### src/rtl/algofoogle_product_mac_if.sv
// Host-side bundle for the serial MAC: nibble input stream plus the result byte stream and status.
interface algofoogle_product_mac_if;
  logic [3:0] nibble;
  logic       in_valid;
  logic       signed_mode;
  logic       acc_mode;
  logic       clear_acc;
  logic [7:0] byte_out;
  logic       out_valid;
  logic       busy;
  logic       overflow;

  modport master (
    output nibble, in_valid, signed_mode, acc_mode, clear_acc,
    input  byte_out, out_valid, busy, overflow
  );

  modport slave (
    input  nibble, in_valid, signed_mode, acc_mode, clear_acc,
    output byte_out, out_valid, busy, overflow
  );
endinterface

### src/rtl/algofoogle_product_mac.sv
// Nibble-serial signed/unsigned multiply-accumulate with a guarded, persistent accumulator
// streamed out MSB byte first.
module algofoogle_product_mac #(
  parameter int unsigned OP_NIBBLES  = 3,
  parameter int unsigned GUARD_BYTES = 1
) (
  input  logic                      clk,
  input  logic                      reset,
  algofoogle_product_mac_if.slave   bus
);
  localparam int unsigned OP_BITS   = 4 * OP_NIBBLES;
  localparam int unsigned MUL_BITS  = 2 * OP_BITS;
  localparam int unsigned ACC_BITS  = MUL_BITS + 8 * GUARD_BYTES;
  localparam int unsigned OUT_BYTES = ACC_BITS / 8;
  localparam int unsigned NIBS      = 2 * OP_NIBBLES;
  localparam int unsigned CNT_MAX   = (NIBS > OUT_BYTES) ? NIBS : OUT_BYTES;
  localparam int unsigned CW        = $clog2(CNT_MAX) + 1;
  localparam logic [CW-1:0] LAST_NIB  = CW'(NIBS - 1);
  localparam logic [CW-1:0] LAST_BYTE = CW'(OUT_BYTES - 1);

  typedef enum logic [1:0] {
    S_LOAD,
    S_CALC,
    S_OUT
  } state_t;

  state_t                state_q, state_d;
  logic [CW-1:0]         cnt_q, cnt_d;
  logic [MUL_BITS-1:0]   opnd_q, opnd_d;
  logic                  sgn_q, sgn_d;
  logic                  accm_q, accm_d;
  logic [ACC_BITS-1:0]   acc_q, acc_d;
  logic [ACC_BITS-1:0]   sh_q, sh_d;
  logic                  ovf_q, ovf_d;

  logic [OP_BITS-1:0]    a_w, b_w;
  logic [ACC_BITS-1:0]   a_ext, b_ext, prod, base;
  logic [ACC_BITS:0]     sum;
  logic                  ovf_ev;

  assign a_w = opnd_q[MUL_BITS-1:OP_BITS];
  assign b_w = opnd_q[OP_BITS-1:0];

  // Operands are extended to full accumulator width before multiplying, so the truncated
  // product is already the correctly sign- or zero-extended result.
  always_comb begin
    a_ext  = {{(ACC_BITS-OP_BITS){sgn_q & a_w[OP_BITS-1]}}, a_w};
    b_ext  = {{(ACC_BITS-OP_BITS){sgn_q & b_w[OP_BITS-1]}}, b_w};
    prod   = a_ext * b_ext;
    base   = bus.clear_acc ? '0 : acc_q;
    sum    = {1'b0, base} + {1'b0, prod};
    ovf_ev = accm_q & (sgn_q ? ((base[ACC_BITS-1] == prod[ACC_BITS-1]) &&
                                (sum[ACC_BITS-1] != base[ACC_BITS-1]))
                             : sum[ACC_BITS]);
  end

  always_comb begin
    state_d = state_q;
    cnt_d   = cnt_q;
    opnd_d  = opnd_q;
    sgn_d   = sgn_q;
    accm_d  = accm_q;
    acc_d   = acc_q;
    sh_d    = sh_q;
    ovf_d   = ovf_q;
    unique case (state_q)
      S_LOAD: begin
        if (bus.clear_acc) begin
          acc_d = '0;
          ovf_d = 1'b0;
        end
        if (bus.in_valid) begin
          opnd_d = {opnd_q[MUL_BITS-5:0], bus.nibble};
          if (cnt_q == '0) begin
            sgn_d  = bus.signed_mode;
            accm_d = bus.acc_mode;
          end
          if (cnt_q == LAST_NIB) begin
            cnt_d   = '0;
            state_d = S_CALC;
          end else begin
            cnt_d = cnt_q + CW'(1);
          end
        end
      end
      S_CALC: begin
        acc_d   = accm_q ? sum[ACC_BITS-1:0] : prod;
        ovf_d   = (accm_q & ~bus.clear_acc & ovf_q) | ovf_ev;
        sh_d    = acc_d;
        state_d = S_OUT;
      end
      S_OUT: begin
        if (bus.clear_acc) begin
          acc_d = '0;
          ovf_d = 1'b0;
        end
        sh_d = {sh_q[ACC_BITS-9:0], 8'h00};
        if (cnt_q == LAST_BYTE) begin
          cnt_d   = '0;
          state_d = S_LOAD;
        end else begin
          cnt_d = cnt_q + CW'(1);
        end
      end
      default: state_d = S_LOAD;
    endcase
  end

  always_ff @(posedge clk) begin
    if (reset) begin
      state_q <= S_LOAD;
      cnt_q   <= '0;
      opnd_q  <= '0;
      sgn_q   <= 1'b0;
      accm_q  <= 1'b0;
      acc_q   <= '0;
      sh_q    <= '0;
      ovf_q   <= 1'b0;
    end else begin
      state_q <= state_d;
      cnt_q   <= cnt_d;
      opnd_q  <= opnd_d;
      sgn_q   <= sgn_d;
      accm_q  <= accm_d;
      acc_q   <= acc_d;
      sh_q    <= sh_d;
      ovf_q   <= ovf_d;
    end
  end

  assign bus.out_valid = (state_q == S_OUT);
  assign bus.busy      = (state_q != S_LOAD);
  assign bus.byte_out  = (state_q == S_OUT) ? sh_q[ACC_BITS-1 -: 8] : '0;
  assign bus.overflow  = ovf_q;
endmodule

### src/flat_wrapper.sv
// flat-port wrapper written by rule: the top's interface ports become plain ports
module algofoogle_product_mac_flat 
#(
  parameter int unsigned OP_NIBBLES  = 3,
  parameter int unsigned GUARD_BYTES = 1
)
  (clk, reset, bus_nibble, bus_in_valid, bus_signed_mode, bus_acc_mode, bus_clear_acc, bus_byte_out, bus_out_valid, bus_busy, bus_overflow);
  algofoogle_product_mac_if bus_i ();
  input  logic clk;
  input  logic reset;
  input wire logic [$bits(bus_i.nibble)-1:0] bus_nibble;
  input wire logic [$bits(bus_i.in_valid)-1:0] bus_in_valid;
  input wire logic [$bits(bus_i.signed_mode)-1:0] bus_signed_mode;
  input wire logic [$bits(bus_i.acc_mode)-1:0] bus_acc_mode;
  input wire logic [$bits(bus_i.clear_acc)-1:0] bus_clear_acc;
  output wire logic [$bits(bus_i.byte_out)-1:0] bus_byte_out;
  output wire logic [$bits(bus_i.out_valid)-1:0] bus_out_valid;
  output wire logic [$bits(bus_i.busy)-1:0] bus_busy;
  output wire logic [$bits(bus_i.overflow)-1:0] bus_overflow;
  assign bus_i.nibble = bus_nibble;
  assign bus_i.in_valid = bus_in_valid;
  assign bus_i.signed_mode = bus_signed_mode;
  assign bus_i.acc_mode = bus_acc_mode;
  assign bus_i.clear_acc = bus_clear_acc;
  assign bus_byte_out = bus_i.byte_out;
  assign bus_out_valid = bus_i.out_valid;
  assign bus_busy = bus_i.busy;
  assign bus_overflow = bus_i.overflow;
  algofoogle_product_mac #(.OP_NIBBLES(OP_NIBBLES), .GUARD_BYTES(GUARD_BYTES)) u_core (.clk(clk), .reset(reset), .bus(bus_i));
endmodule
### config.mk
export PLATFORM = sky130hd
export DESIGN_NAME = algofoogle_product_mac_flat
export DESIGN_NICKNAME = d
export VERILOG_FILES = /design/src/rtl/algofoogle_product_mac_if.sv /design/src/rtl/algofoogle_product_mac.sv /design/src/flat_wrapper.sv
export SDC_FILE = /design/constraint.sdc
export NUM_CORES = 1
export LEC_CHECK = 0
export ABC_AREA = 0
export CORE_MARGIN = 2
export CORE_UTILIZATION = 55
export CTS_CLUSTER_DIAMETER = 200
export DETAILED_ROUTE_END_ITERATION = 10
export PLACE_DENSITY = 0.72
export SLEW_MARGIN = 20
export SYNTH_ARGS = -nofsm -noshare
export SYNTH_HDL_FRONTEND = slang
export SYNTH_SLANG_ARGS = --single-unit
### constraint.sdc
create_clock -name clk -period 20.1 [get_ports clk]
set_clock_uncertainty 0.2 [all_clocks]
set_input_delay 4.02 -clock clk [delete_from_list [all_inputs] [get_ports clk]]
set_output_delay 4.02 -clock clk [all_outputs]
set_load 0.05 [all_outputs]
==> insert_results.sql, run 1 <==
INSERT INTO impl_metrics (metric_group, metric, value, unit) VALUES
('sta', 'slew_headroom', '27.4', '%'),
('hold_path', 'hold_path_startpoint', 'u_core.acc_q[24]', ''),
('routing', 'num_vias', '10340', ''),
('global_routing', 'grt.overflow.total', '0', ''),
('sta', 'hold_viol_final', '0', ''),
('outcome', 'status', 'completed', ''),
('yosys', 'synthesis.area', '0.0128', 'mm^2'),
('routing', 'post_dr_wirelength_cell', '16.9', 'um'),
('placed_design', 'dp_hpwl', '23600', 'um'),
('routing', 'number_of_nets_still_failing_antenna_checks_after_routing', '0', ''),
('cts', 'clockBufferDepth', '2', ''),
('setup_path', 'worst_path_max_delay_cell', 'sky130_fd_sc_hd__dfxtp_1', ''),
('yosys', 'synth_cells', '1546', ''),
('die', 'chipWidth', '156', 'um'),
('routing', 'drt_wl_total', '30300', 'um'),
('routing', 'vias_per_cell', '5.76', ''),
('cts', 'clock_sinks', '97', ''),
('power_and_ir_drop', 'peakVddDrop', '72.9', 'uV'),
('yosys', 'synth_area_per_cell', '8.25', 'um^2'),
('sta', 'pin_slew_with_the_least_headroom_to_its_limit', '1.09', 'ns'),
('setup_path', 'criticalPathCategory', 'reg2reg', ''),
('cts', 'cts_root_buffer', 'sky130_fd_sc_hd__clkbuf_16', ''),
('hold_path', 'worst_hold_check_path_type', 'reg2reg', ''),
('cells_and_area', 'layout-drive-gt1-share', '3.25', '%'),
('setup_path', 'timing.rr.end', 'u_core.bus.overflow', ''),
('setup_path', 'max_stage_delay', '0.68', 'ns'),
('setup_path', 'crit_start_category', 'flip-flop', ''),
('die', 'placement_rows', '55', ''),
('sta', 'fin_setup_tns', '0', 'ns'),
('routing', 'drc', '0', ''),
('setup_path', 'reg2reg_from', 'u_core.opnd_q[11]', ''),
('die', 'design.core.area', '0.0227', 'mm^2'),
('die', 'boundaryPins', '21', ''),
('cells_and_area', 'commonest_cells_after_routing_fill_and_taps_aside', '213 x sky130_fd_sc_hd__inv_1, 192 x sky130_fd_sc_hd__nand2_1, 163 x sky130_fd_sc_hd__fa_1, 110 x sky130_fd_sc_hd__nor2_1, 101 x sky130_fd_sc_hd__ha_1', ''),
('cts', 'cts_post_setup_buffers_inserted', '0', ''),
('hold_path', 'min_path_cells', '2', ''),
('yosys', 'yosys.area.top_type_share', '25.6', '%'),
('setup_path', 'worst_case_reg_to_reg_path_depth', '28', ''),
('global_routing', 'number_of_global_route_vias_before_repair', '10134', ''),
('cts', 'cts_buffers', '9', ''),
('yosys', 'synth.distinct_cells', '81', ''),
('yosys', 'ys_async_sr_fraction', '0', '%'),
('yosys', 'synth-edff-count', '0', ''),
('power_and_ir_drop', 'static-leakage-power', '6.28', 'nW'),
('die', 'die-height', '156', 'um'),
('cells_and_area', 'mostFrequentLayoutCell', 'sky130_fd_sc_hd__inv_1', ''),
('flow_run', 'drv_cap', '0', ''),
('setup_path', 'worst-r2r-setup-slack', '10.75', 'ns'),
('routing', 'first_iter_violations', '796', ''),
('global_routing', 'grt_pass1_wl', '51100', 'um'),
('sta', 'max_freq', '107', 'MHz'),
('setup_path', 'cp-startpoint', 'u_core.opnd_q[11]', ''),
('cts', 'cts_repair_resize_count', '0', ''),
('yosys', 'synth_ff_type', 'sky130_fd_sc_hd__dfxtp_1', ''),
('yosys', 'biggest_area_consumer_among_synthesized_cells', 'sky130_fd_sc_hd__fa_1', ''),
('global_routing', 'pin_count_of_the_biggest_net_entering_global_routing', '99', ''),
('sta', 'final-max-slew-violation-count', '0', ''),
('power_and_ir_drop', 'power_per_cell_area', '38.1', 'mW/mm^2'),
('cells_and_area', 'syn_to_final_growth', '4.77', '%'),
('die', 'starting_density_of_the_core', '56.2', '%'),
('die', 'floorplan.die_area', '0.0244', 'mm^2'),
('hold_path', 'worst_hold_path_ep', 'u_core.acc_q[24]', ''),
('cells_and_area', 'nNetsFinal', '1779', ''),
('cts', 'tritoncts', 'done', ''),
('routing', 'firstDrtPassIters', '5', ''),
('sta', 'final.period_utilization', '46.5', '%'),
('yosys', 'synthTopCellsByArea', 'sky130_fd_sc_hd__fa_1 26%, sky130_fd_sc_hd__dfxtp_1 15%, sky130_fd_sc_hd__ha_1 9.9%, sky130_fd_sc_hd__inv_1 6.3%, sky130_fd_sc_hd__nand2_1 5.6%', ''),
('sta', 'post-route-min-period', '9.35', 'ns'),
('sta', 'setup_viol', '0', ''),
('yosys', 'postSynthNetCount', '1820', ''),
('cts', 'hold_buffers', '0', '');
[kinds of logic after synthesis]
| kind of cell | Yosys count | share of synthesized area (%) |
|---|---|---|
| simple gates | 521 | 19.6 |
| fa+ha+maj | 265 | 35.6 |
| xor+xnor | 47 | 3.33 |
| compound gates | 294 | 15.3 |
| buf+inv | 294 | 8.74 |
| flops | 97 | 15.2 |
| mux | 28 | 2.28 |
[flip-flops by register name (all words and copies together), names as in the netlist]
name and flops:
u_core.opnd_q 24, u_core.cnt_q 4, u_core.sgn_q 1, u_core.acc_q 32
u_core.state_q 2, u_core.bus.overflow 1, u_core.sh_q 32, u_core.accm_q 1
[Yosys cell counts, types with 7 or more instances]
master / number
sky130_fd_sc_hd__nor2_1: 110
sky130_fd_sc_hd__nor3b_1: 7
sky130_fd_sc_hd__nor2b_1: 43
sky130_fd_sc_hd__dfxtp_1: 97
sky130_fd_sc_hd__nor3_1: 26
sky130_fd_sc_hd__a22oi_1: 16
sky130_fd_sc_hd__buf_1: 7
sky130_fd_sc_hd__nand2_1: 192
sky130_fd_sc_hd__a21o_1: 14
sky130_fd_sc_hd__nand2b_1: 17
sky130_fd_sc_hd__o211ai_1: 11
sky130_fd_sc_hd__mux2i_1: 20
sky130_fd_sc_hd__a211o_1: 7
sky130_fd_sc_hd__mux2_2: 7
sky130_fd_sc_hd__o21a_1: 12
sky130_fd_sc_hd__and3_1: 8
sky130_fd_sc_hd__a21oi_1: 92
sky130_fd_sc_hd__inv_1: 213
sky130_fd_sc_hd__o21ai_0: 43
sky130_fd_sc_hd__a211oi_1: 18
sky130_fd_sc_hd__nand3_1: 9
sky130_fd_sc_hd__o31ai_1: 7
sky130_fd_sc_hd__xnor2_1: 39
sky130_fd_sc_hd__xor2_1: 7
sky130_fd_sc_hd__or3_1: 9
sky130_fd_sc_hd__clkbuf_1: 66
sky130_fd_sc_hd__a31oi_1: 9
sky130_fd_sc_hd__ha_1: 101
sky130_fd_sc_hd__and2_1: 71
sky130_fd_sc_hd__o21ai_1: 8
sky130_fd_sc_hd__fa_1: 163
sky130_fd_sc_hd__o21bai_1: 8
[power by group]
group	internal [mW]	switching (mW)	total [mW]	leakage [nW]
Sequential	0.202	0.0159	0.218	0.783
Clock	0.0881	0.0916	0.180	0.147
Combinational	0.0337	0.0776	0.111	5.35
Total	0.324	0.185	0.509	6.28
[per-layer routing]
metal / global-route usage (%) / wire length (um) / share of wire [%] / up-vias
met5: 0 / 0 / 0 / -
met4: 5.90 / 592 / 2.0 / 0
met3: 3.24 / 1750 / 5.8 / 44
met2: 43.8 / 14300 / 47 / 295
met1: 36.5 / 13700 / 45 / 5022
li1: - / - / - / 4979
[worst max-delay path by stage]
stage	endpoint	slack, ns	cells after the start
after global placement	u_core.bus.overflow	10.99	29
after floorplan	u_core.bus.overflow	11.95	33
after CTS	u_core.sh_q[30]	10.80	28
final	u_core.bus.overflow	10.75	28
after global routing	u_core.sh_q[30]	10.16	27
after detailed placement	u_core.sh_q[30]	10.84	28
[through the flow]
stage	cell area (um^2)	hold slack [ns]	std cells	worst slack [ns]
after floorplan	12800	0.227	1546	11.95
after global placement	13100	0.234	1779	10.99
after detailed placement	13100	0.241	1779	10.84
after CTS	13400	0.251	1795	10.80
after global routing	13400	0.291	1795	10.16
final	13400	0.249	1795	10.75
[layout make-up]
class	instances	area, um^2
Clock buffer	9	225
Clock inverter	7	73.8
Fill cell	2058	9340
Inverter	214	803
Multi-Input combinational cell	1155	9710
Sequential cell	97	1940
Tap cell	285	357
Timing Repair Buffer	28	255
[critical path, delay by kind of cell (launching register included)]
kind / cells / cell delay [ns]
buffers and inverters: 3 / 0.18
adders and majority gates: 9 / 3.85
DFF: 1 / 0.68
and+or+nand+nor: 6 / 1.83
AOI/OAI and AO/OA: 9 / 2.19
xor gates and xnor gates: 1 / 0.31
(Power assumes the default switching activity.)
==> run 2: changes to the inputs <==
==> constraint.sdc (replaced) <==
create_clock -name clk -period 9.45 [get_ports clk]
set_clock_uncertainty 0.2 [all_clocks]
set_input_delay 1.89 -clock clk [delete_from_list [all_inputs] [get_ports clk]]
set_output_delay 1.89 -clock clk [all_outputs]
set_load 0.05 [all_outputs]
==> run 2 against run 1 <==
  * Total power is 110% higher
  * Flip-flop and latch count stayed put
  * Combinational power is 120% higher
  * Global-route usage is 0.79 points higher
  * Largest power group unchanged
  * Critical endpoint is now u_core.sh_q[31]
  * Sequential power is 110% higher
  * Routed wire length is 2.6% higher
==> insert_results.sql, run 2 (synthesis results as in run 1) <==
INSERT INTO impl_metrics (metric_group, metric, value, unit) VALUES
('cts', 'tritoncts', 'done', ''),
('placed_design', 'gpl_wtd_cong', '0.884', ''),
('power_and_ir_drop', 'static-leakage-power', '6.34', 'nW'),
('cells_and_area', 'n_antenna_cell', '0', ''),
('cts', 'cts_root_buffer', 'sky130_fd_sc_hd__clkbuf_16', ''),
('global_routing', 'groute.layer.met1.usage', '36.0', '%'),
('global_routing', 'grt.overflow.total', '0', ''),
('placed_design', 'dp_hpwl', '24600', 'um'),
('placed_design', 'portBuffers', '20', ''),
('setup_path', 'crit_fanout', '15', ''),
('hold_path', 'worst_hold_check_path_type', 'reg2reg', ''),
('placed_design', 'dpl-instance-area', '0.0132', 'mm^2'),
('setup_path', 'criticalPathCategory', 'reg2reg', ''),
('cts', 'hold_buffers', '0', ''),
('cts', 'cts_repair_resize_count', '0', ''),
('die', 'design.core.area', '0.0227', 'mm^2'),
('power_and_ir_drop', 'power_per_cell_area', '79.2', 'mW/mm^2'),
('setup_path', 'reg2reg_from', 'u_core.opnd_q[1]', ''),
('cells_and_area', 'reg.largest.list', 'u_core.acc_q: 32 flops, u_core.sh_q: 32 flops, u_core.opnd_q: 24 flops', ''),
('routing', 'vias_per_cell', '5.68', ''),
('die', 'placement_rows', '55', ''),
('global_routing', 'grt_pass1_wl', '52800', 'um'),
('sta', 'worst_slack', '0.619', 'ns'),
('setup_path', 'cp-startpoint', 'u_core.opnd_q[1]', ''),
('die', 'starting_density_of_the_core', '56.2', '%'),
('sta', 'post-route-min-period', '8.83', 'ns'),
('sta', 'slew_headroom', '31.3', '%'),
('routing', 'post_dr_wirelength_cell', '17.2', 'um'),
('routing', 'drt_wl_total', '31100', 'um'),
('hold_path', 'hold_path_startpoint', 'u_core.acc_q[24]', ''),
('cts', 'clockBufferDepth', '2', ''),
('setup_path', 'crit_start_category', 'flip-flop', ''),
('setup_path', 'critical_path.endpoint_type', 'flip-flop', ''),
('global_routing', 'globalRouteMet2Util', '45.7', '%'),
('routing', 'drc', '0', ''),
('sta', 'pin_slew_with_the_least_headroom_to_its_limit', '1.03', 'ns'),
('die', 'floorplan.die_area', '0.0244', 'mm^2'),
('cells_and_area', 'mostFrequentLayoutCell', 'sky130_fd_sc_hd__inv_1', ''),
('cells_and_area', 'commonest_cells_after_routing_fill_and_taps_aside', '213 x sky130_fd_sc_hd__inv_1, 192 x sky130_fd_sc_hd__nand2_1, 163 x sky130_fd_sc_hd__fa_1, 110 x sky130_fd_sc_hd__nor2_1, 101 x sky130_fd_sc_hd__ha_1', ''),
('cells_and_area', 'fill_cells', '2056', ''),
('setup_path', 'worst_path_max_delay_cell', 'sky130_fd_sc_hd__dfxtp_1', ''),
('sta', 'hold_viol_final', '0', ''),
('outcome', 'status', 'completed', ''),
('placed_design', 'detailedPlace.worstSlack', '0.422', 'ns'),
('sta', 'fin_setup_tns', '0', 'ns'),
('cells_and_area', 'finalInstanceArea', '0.0135', 'mm^2'),
('global_routing', 'gr-usage-met3', '3.85', '%'),
('die', 'die-height', '156', 'um'),
('routing', 'firstDrtPassIters', '5', ''),
('cts', 'clock_sinks', '97', ''),
('cts', 'cts_buffers', '9', ''),
('routing', 'number_of_nets_still_failing_antenna_checks_after_routing', '0', ''),
('sta', 'final.period_utilization', '93.5', '%'),
('routing', 'num_vias', '10288', ''),
('cts', 'clkLatencyLatePin', '0.36', 'ns'),
('cts', 'ctsHtreeMaxLevel', '3', ''),
('die', 'chipWidth', '156', 'um'),
('sta', 'final-max-slew-violation-count', '0', ''),
('sta', 'rsz0062_at_grt', 'false', ''),
('cts', 'cts_post_setup_buffers_inserted', '0', ''),
('die', 'boundaryPins', '21', ''),
('cells_and_area', 'layout-drive-gt1-share', '4.52', '%'),
('routing', 'first_iter_violations', '639', ''),
('global_routing', 'grtUsageTotal', '27.0', '%'),
('setup_path', 'cp_data_required_time', '9.55', 'ns'),
('sta', 'setup_viol', '0', ''),
('power_and_ir_drop', 'peakVddDrop', '254', 'uV'),
('global_routing', 'most_heavily_used_metal_layer_in_global_routing', 'met2', ''),
('global_routing', 'number_of_global_route_vias_before_repair', '10468', ''),
('cts', 'clk_transition_reported_paths', '0.08', 'ns'),
('global_routing', 'pin_count_of_the_biggest_net_entering_global_routing', '99', ''),
('global_routing', 'grt_antenna_before_repair', '0', ''),
('setup_path', 'worst_ep_arrival_time', '8.93', 'ns'),
('flow_run', 'drv_cap', '0', ''),
('setup_path', 'max_stage_delay', '0.71', 'ns'),
('power_and_ir_drop', 'post-layout-total-power', '1.07', 'mW'),
('cells_and_area', 'nNetsFinal', '1795', ''),
('sta', 'max_freq', '113', 'MHz'),
('cells_and_area', 'syn_to_final_growth', '5.70', '%');
[run 2: cell type report]
| class | count | area, um^2 | share of cell area [%] |
|---|---|---|---|
| Sequential cell | 97 | 1940 | 14.4 |
| Clock buffer | 9 | 225 | 1.67 |
| Clock inverter | 7 | 61.3 | 0.455 |
| Inverter | 214 | 803 | 5.96 |
| Tap cell | 285 | 357 | 2.64 |
| Multi-Input combinational cell | 1155 | 9720 | 72.1 |
| Timing Repair Buffer | 44 | 375 | 2.78 |
[run 2: through the flow]
step / utilization [%] / hold WS [ns] / std cells
CTS: 59.3 / 0.251 / 1811
global placement: 58.1 / 0.236 / 1795
floorplan: - / 0.227 / 1546
detailed placement: 58.1 / 0.240 / 1795
global route: 59.4 / 0.297 / 1811
finish: 59.4 / 0.254 / 1811
[run 2: worst max-delay path: cells and delay by family, from the launching register on]
kind	cells	cell delay [ns]
AO/OA/AOI/OAI	10	2.19
flip-flops	1	0.71
adder cells (fa/ha/maj)	9	4.09
AND/OR/NAND/NOR	6	1.04
buffers and inverters	5	0.40
XOR/XNOR	1	0.14
[run 2: final timing paths]
check	end	slack (ns)	cells past startpoint
max	u_core.sh_q[31]	0.62	31
min	u_core.acc_q[24]	0.25	2
max reg2reg	u_core.sh_q[31]	0.62	31
min reg2reg	u_core.acc_q[24]	0.25	2
[run 2: layer usage]
| metal | part of all wire [%] | vias up |
|---|---|---|
| li1 | - | 5000 |
| met1 | 45 | 4988 |
| met2 | 48 | 255 |
| met3 | 5.0 | 45 |
| met4 | 2.4 | 0 |
| met5 | 0 | - |
[run 2: report_power, final]
group | leakage (nW) | total (mW) | switching, mW | internal (mW)
Combinational | 5.43 | 0.243 | 0.169 | 0.0736
Clock | 0.133 | 0.364 | 0.180 | 0.184
Sequential | 0.783 | 0.461 | 0.0307 | 0.430
Total | 6.34 | 1.07 | 0.380 | 0.688
